[src/rtl/router_pkg.sv]
// Shared state encoding, default sizes and the port-select decode helper
// for the router controller.
package router_pkg;

    localparam int NUM_PORTS_DEF = 3;
    localparam int ADDR_W_DEF    = 2;
    localparam int DATA_W_DEF    = 8;

    // onehot() is sized for the largest supported address field.
    localparam int SEL_AW  = 6;
    localparam int SEL_MAX = 2 ** SEL_AW;

    typedef enum logic [3:0] {
        DECODE_ADDRESS     = 4'd0,
        LOAD_FIRST_DATA    = 4'd1,
        LOAD_DATA          = 4'd2,
        FIFO_FULL_STATE    = 4'd3,
        LOAD_AFTER_FULL    = 4'd4,
        LOAD_PARITY        = 4'd5,
        CHECK_PARITY_ERROR = 4'd6,
        WAIT_TILL_EMPTY    = 4'd7,
        DROP_PACKET        = 4'd8
    } state_t;

    function automatic logic [SEL_MAX-1:0] onehot(input logic [SEL_AW-1:0] idx);
        logic [SEL_MAX-1:0] v;
        v      = '0;
        v[idx] = 1'b1;
        return v;
    endfunction

endpackage

[src/rtl/router_wait_timer.sv]
// Saturating cycle counter bounding the time spent waiting for the
// destination FIFO to drain.
module router_wait_timer #(
    parameter int WAIT_TIMEOUT = 30
) (
    input  logic clock,
    input  logic resetn,
    input  logic clr_i,
    input  logic en_i,
    output logic tc_o
);

    localparam int            CW   = (WAIT_TIMEOUT > 1) ? $clog2(WAIT_TIMEOUT) : 1;
    localparam logic [CW-1:0] LAST = CW'(WAIT_TIMEOUT - 1);

    logic [CW-1:0] cnt_q, cnt_d;

    always_comb begin
        cnt_d = cnt_q;
        if (clr_i)
            cnt_d = '0;
        else if (en_i && cnt_q != LAST)
            cnt_d = cnt_q + CW'(1);
    end

    always_ff @(posedge clock) begin
        if (!resetn) cnt_q <= '0;
        else         cnt_q <= cnt_d;
    end

    assign tc_o = (cnt_q == LAST);

endmodule

[src/rtl/router_fsm_np.sv]
// Router controller: decodes the header, picks the output port, sequences
// FIFO loading, and drops bad-address or timed-out packets.
module router_fsm_np
    import router_pkg::*;
#(
    parameter int NUM_PORTS    = NUM_PORTS_DEF,
    parameter int ADDR_W       = ADDR_W_DEF,
    parameter int DATA_W       = DATA_W_DEF,
    parameter int WAIT_TIMEOUT = 30
) (
    input  logic                 clock,
    input  logic                 resetn,
    input  logic                 pkt_valid,
    input  logic [DATA_W-1:0]    data_in,
    input  logic [NUM_PORTS-1:0] fifo_full,
    input  logic [NUM_PORTS-1:0] fifo_empty,
    input  logic [NUM_PORTS-1:0] soft_reset,
    input  logic                 parity_done,
    input  logic                 low_pkt_valid,
    output logic                 detect_add,
    output logic                 lfd_state,
    output logic                 ld_state,
    output logic                 full_state,
    output logic                 laf_state,
    output logic                 rst_int_reg,
    output logic                 write_enb_reg,
    output logic                 busy,
    output logic [ADDR_W-1:0]    port_sel,
    output logic [NUM_PORTS-1:0] fifo_sel,
    output logic                 drop_pkt,
    output logic                 wait_timeout
);

    localparam int NSEL = 2 ** ADDR_W;

    state_t              state_q, state_d;
    logic [ADDR_W-1:0]   port_sel_q, port_sel_d, addr;
    logic                wait_to_q, wait_to_d;
    logic [NSEL-1:0]     full_pad, empty_pad, srst_pad;
    logic                full_sel, empty_sel, srst_hit, addr_ok, tc;
    logic                unused_data;

    // Zero-extend per-port vectors so unpopulated addresses read as 0.
    assign full_pad    = NSEL'(fifo_full);
    assign empty_pad   = NSEL'(fifo_empty);
    assign srst_pad    = NSEL'(soft_reset);
    assign addr        = data_in[ADDR_W-1:0];
    assign addr_ok     = int'(addr) < NUM_PORTS;
    assign full_sel    = full_pad[port_sel_q];
    assign empty_sel   = empty_pad[port_sel_q];
    assign srst_hit    = (state_q != DECODE_ADDRESS) && srst_pad[port_sel_q];
    assign unused_data = ^data_in;

    router_wait_timer #(.WAIT_TIMEOUT(WAIT_TIMEOUT)) u_wait_timer (
        .clock  (clock),
        .resetn (resetn),
        .clr_i  ((state_q != WAIT_TILL_EMPTY) || srst_hit),
        .en_i   (!empty_sel),
        .tc_o   (tc)
    );

    always_ff @(posedge clock) begin
        if (!resetn) begin
            state_q    <= DECODE_ADDRESS;
            port_sel_q <= '0;
            wait_to_q  <= 1'b0;
        end else begin
            state_q    <= state_d;
            port_sel_q <= port_sel_d;
            wait_to_q  <= wait_to_d;
        end
    end

    always_comb begin
        state_d    = state_q;
        port_sel_d = port_sel_q;
        if (srst_hit) begin
            state_d = DECODE_ADDRESS;
        end else begin
            case (state_q)
                DECODE_ADDRESS: if (pkt_valid) begin
                    port_sel_d = addr;
                    if (!addr_ok)              state_d = DROP_PACKET;
                    else if (empty_pad[addr])  state_d = LOAD_FIRST_DATA;
                    else                       state_d = WAIT_TILL_EMPTY;
                end
                LOAD_FIRST_DATA: state_d = LOAD_DATA;
                LOAD_DATA: begin
                    if (full_sel)        state_d = FIFO_FULL_STATE;
                    else if (!pkt_valid) state_d = LOAD_PARITY;
                end
                FIFO_FULL_STATE: if (!full_sel) state_d = LOAD_AFTER_FULL;
                LOAD_AFTER_FULL: begin
                    if (parity_done)        state_d = DECODE_ADDRESS;
                    else if (low_pkt_valid) state_d = LOAD_PARITY;
                    else                    state_d = LOAD_DATA;
                end
                LOAD_PARITY:        state_d = CHECK_PARITY_ERROR;
                CHECK_PARITY_ERROR: state_d = full_sel ? FIFO_FULL_STATE : DECODE_ADDRESS;
                WAIT_TILL_EMPTY: begin
                    if (empty_sel) state_d = LOAD_FIRST_DATA;
                    else if (tc)   state_d = DROP_PACKET;
                end
                DROP_PACKET: if (!pkt_valid) state_d = DECODE_ADDRESS;
                default:     state_d = DECODE_ADDRESS;
            endcase
        end
        wait_to_d = (state_q == WAIT_TILL_EMPTY) && (state_d == DROP_PACKET);
    end

    always_comb begin
        detect_add    = (state_q == DECODE_ADDRESS);
        lfd_state     = (state_q == LOAD_FIRST_DATA);
        ld_state      = (state_q == LOAD_DATA);
        full_state    = (state_q == FIFO_FULL_STATE);
        laf_state     = (state_q == LOAD_AFTER_FULL);
        rst_int_reg   = (state_q == CHECK_PARITY_ERROR);
        drop_pkt      = (state_q == DROP_PACKET);
        write_enb_reg = (state_q == LOAD_DATA) || (state_q == LOAD_AFTER_FULL) ||
                        (state_q == LOAD_PARITY);
        busy          = !((state_q == DECODE_ADDRESS) || (state_q == LOAD_DATA) ||
                          (state_q == DROP_PACKET));
        port_sel      = port_sel_q;
        fifo_sel      = NUM_PORTS'(onehot(SEL_AW'(port_sel_q)));
        if (detect_add || drop_pkt)
            fifo_sel = '0;
        wait_timeout  = wait_to_q;
    end

endmodule

[config.mk]
export PLATFORM = sky130hd
export DESIGN_NAME = router_fsm_np
export DESIGN_NICKNAME = d
export VERILOG_FILES = /design/src/rtl/router_pkg.sv /design/src/rtl/router_wait_timer.sv /design/src/rtl/router_fsm_np.sv
export SDC_FILE = /design/constraint.sdc
export NUM_CORES = 1
export LEC_CHECK = 0
export CORE_UTILIZATION = 35
export CTS_BUF_LIST = sky130_fd_sc_hd__clkbuf_16
export CTS_CLUSTER_SIZE = 30
export DETAILED_ROUTE_END_ITERATION = 6
export PLACE_DENSITY = 0.65
export SYNTH_ARGS = -nofsm -noshare
export SYNTH_HDL_FRONTEND = slang
export SYNTH_HIERARCHICAL = 1
export SYNTH_SLANG_ARGS = --single-unit
[constraint.sdc]
create_clock -name clock -period 4.6 [get_ports clock]
set_input_delay 0.92 -clock clock [delete_from_list [all_inputs] [get_ports clock]]
set_output_delay 0.92 -clock clock [all_outputs]
set_load 0.02 [all_outputs]
==> flow_metrics.tcl <==
set metrics [dict create \
    run_status "finished clean" \
    clock_tree.htree_level_count 1 \
    report.final.hold_viol_count 0 \
    grt.total_usage_pct 16.8 \
    beginning_of_the_worst_register_to_register_path "state_q[0]$_SDFF_PN0_" \
    initial_core_util_pct 38.1 \
    dpl.cell_count 166 \
    routed_wirelength_mm 2.26 \
    drt_pre_antenna_iters 4 \
    leakagePower_nw 0.491 \
    global_route_wire_length_before_repair_mm 3.61 \
    final_common_cell "sky130_fd_sc_hd__clkdlybuf4s50_1" \
    r2r.worst_path.cells 5 \
    end_kind "output port" \
    route.detailed.drc 0 \
    grt_antenna_before_repair 0 \
    core_area_mm2 0.00254 \
    timing.final.crit_share_pct 65.0 \
    antenna_violating_nets_post_route 0 \
    finalWorstPathRequiredPeriod_ns 2.99 \
    cp.arrival_ns 2.07 \
    rsz0062_at_grt "false" \
    clock_latency_ns 0.24 \
    floorplan.die.width_um 54.6 \
    synth_sequential_area_ratio_pct 24.8 \
    synth_top_cells_by_area "sky130_fd_sc_hd__dfxtp_1, sky130_fd_sc_hd__mux2i_1, sky130_fd_sc_hd__nor2_1" \
    final_core_utilization_pct 52.9 \
    timing.final.setup_violations 0 \
    wire_per_inst_um 13.3 \
    slew-limit-headroom_pct 59.9 \
    timing.final.max_slew_violations 0 \
    cts_setup_buffers 0 \
    final_nets 165 \
    asyncSetResetFlopFracSynth_pct 0 \
    ys_seq_elements 12 \
    post_synth_instance_area_um2 968 \
    final_cell_mix "sky130_fd_sc_hd__clkdlybuf4s50_1, sky130_fd_sc_hd__dfxtp_1, sky130_fd_sc_hd__nor2_1" \
    power.density_cell_area_mw_per_mm2 521 \
    synth.largest_area_cell "sky130_fd_sc_hd__dfxtp_1" \
    vias 928 \
    viasPerCell 5.46 \
    whs_path_depth 2 \
    clk_path_buf_depth 2 \
    number_of_distinct_standard_cells_referenced_by_the_synthesized_netlist 53 \
    fp.dieH_um 54.6 \
    ctsResizeCount 0 \
    r2r_setup_slack_ns 2.54 \
    initialDrtViolationCount 24 \
    cts_inserted_buffers 3 \
    final_layout_size_suffix_gt1_share_pct 14.3 \
    final.fill_count 255 \
    avgSynthCellArea_um2 8.72 \
    crit_path_max_incr_delay_ns 0.65 \
    ys_dominant_reg_cell "sky130_fd_sc_hd__dfxtp_1" \
    hold_path_class "flop to flop" \
    layout.area.seq_um2 240 \
    worstPathRequired_ns 3.68 \
    maxCapViolations 0 \
    placement.cell_area_mm2 0.00127 \
    crit_path_start_kind "flop" \
    worst_setup_hold_path_clk_slew_ns 0.04 \
    ir_worst_vdd_uv 286 \
    yosysWarnings 6 \
    worst_path_max_delay_cell "sky130_fd_sc_hd__dfxtp_1" \
    syn_nets 135 \
    synth_top_area_share_pct 24.8 \
    gpl_wtd_cong 0.854 \
    portBuffers 30 \
    grt_overflow_total 0 \
    worstHoldStart "u_wait_timer/cnt_q[4]$_SDFFE_PP0P_" \
    grt_pass1_vias 866 \
    tightest_slew_ns 0.601 \
    cell_by_cell_listing_of_the_critical_path "nand2b_1, mux2_2, nor2_1, clkdlybuf4s50_1" \
    synthToLayoutAreaGrowth_pct 38.9 \
    fmaxAchievable_mhz 335 \
    cts_sinks 12 \
    antenna_cells_inserted 0 \
    netlist_instances 111 \
    tritoncts "built" \
    stdcell_area_mm2 0.00135 \
    multi_input_comb_area_um2 662 \
    grt_max_degree 15 \
    timing.critical_path.fanout_max 13 \
    io_pins 37 \
    fin_worst_skew_ns 0.00318 \
    count_of_standard_cell_rows 18 \
    hold_buffers 0 \
    r2r-end "u_wait_timer/cnt_q[3]$_SDFFE_PP0P_" \
    synth-edff-count 0 \
    fin_setup_tns_ns 0 \
    dp_hpwl_mm 1.72 \
    root_buffer "sky130_fd_sc_hd__clkbuf_16" \
    hold_end "u_wait_timer/cnt_q[4]$_SDFFE_PP0P_" \
    stdcell_count 170 \
    crit_type "flop to output port" \
    die_area_mm2 0.00298 \
]
[where the power goes]
group          internal (W)  switching [W]  leakage [nW]
sequential         0.000119      0.0000593        0.0974
combinational      0.000179       0.000183         0.355
clock              0.000114      0.0000449        0.0385
total              0.000413       0.000288         0.491
[synthesized netlist by cell type (2+ instances only)]
cell type and count:
sky130_fd_sc_hd__nand2b_1 4, sky130_fd_sc_hd__a21oi_1 6, sky130_fd_sc_hd__nor2_1 10, sky130_fd_sc_hd__nor3_2 2, sky130_fd_sc_hd__ha_1 2, sky130_fd_sc_hd__nor3_1 6
sky130_fd_sc_hd__nand2_1 4, sky130_fd_sc_hd__a31oi_1 2, sky130_fd_sc_hd__nor3b_1 2, sky130_fd_sc_hd__o2bb2ai_1 2, sky130_fd_sc_hd__a211oi_1 3, sky130_fd_sc_hd__mux2i_1 5
sky130_fd_sc_hd__buf_6 2, sky130_fd_sc_hd__buf_2 2, sky130_fd_sc_hd__dfxtp_1 12, sky130_fd_sc_hd__inv_1 6, sky130_fd_sc_hd__o21ai_0 2, sky130_fd_sc_hd__nand3_1 3
sky130_fd_sc_hd__and2_1 2
[critical path: cells and delay by family, from the launching register on]
| kind | cells | cell delay (ns) |
|---|---|---|
| buffers and inverters | 1 | 0.62 |
| flip-flops | 1 | 0.65 |
| multiplexers | 1 | 0.29 |
| AND/OR/NAND/NOR | 2 | 0.28 |
[state kept, by name (all words and copies together), names as in the netlist]
| signal | count |
|---|---|
| port_sel | 2 |
| wait_timeout | 1 |
| u_wait_timer/cnt_q | 5 |
| state_q | 4 |
[worst max-delay path by stage]
| stage | from | endpoint | slack [ns] | depth (start not counted) |
|---|---|---|---|---|
| floorplan | soft_reset[2] | u_wait_timer/cnt_q[3]$_SDFFE_PP0P_ | 2.46 | 6 |
| global placement | state_q[1]$_SDFF_PN0_ | write_enb_reg | 1.89 | 4 |
| detailed placement | state_q[1]$_SDFF_PN0_ | write_enb_reg | 1.85 | 4 |
| CTS | state_q[1]$_SDFF_PN0_ | write_enb_reg | 1.59 | 4 |
| global route | state_q[1]$_SDFF_PN0_ | write_enb_reg | 1.53 | 4 |
| finish | state_q[1]$_SDFF_PN0_ | write_enb_reg | 1.61 | 4 |
[kinds of logic (layout without fill, tap and decap cells)]
logic type	after synthesis	after routing	synth area share [%]
DFF	12	12	24.8
xor gates and xnor gates	1	1	0.905
adders and majority gates	3	3	3.75
muxes	6	6	6.33
buffers and inverters	12	41	6.85
and+or+nand+nor	49	49	35.1
AOI/OAI and AO/OA	28	28	22.2
[per-layer routing]
| layer | track usage (%) | routed length, um | share of wire, % | vias to the layer above |
|---|---|---|---|---|
| met5 | 0 | 0 | 0 | - |
| met4 | 5.56 | 0 | 0 | 0 |
| met3 | 5.00 | 91 | 4.0 | 0 |
| met2 | 27.1 | 1060 | 47 | 26 |
| met1 | 20.9 | 1110 | 49 | 428 |
| li1 | - | - | - | 474 |
[metrics by stage]
step                      hold slack, ns  setup WS (ns)  power, W
after floorplan                    0.484           2.46  0.000418
after global routing               0.548           1.53  0.000747
after global placement             0.497           1.89  0.000540
after CTS                          0.526           1.59  0.000707
final                              0.523           1.61  0.000700
after detailed placement           0.519           1.85  0.000543
[layout make-up]
| type | instances | area share (%) |
|---|---|---|
| flip-flops and latches | 12 | 17.9 |
| clock inverters | 1 | 0.279 |
| repair buffers | 30 | 22.3 |
| inverters | 7 | 1.95 |
| multi-input cells | 87 | 49.2 |
| clock buffers | 3 | 5.58 |
| well taps | 30 | 2.79 |
Power figures use the tool's default switching activity.
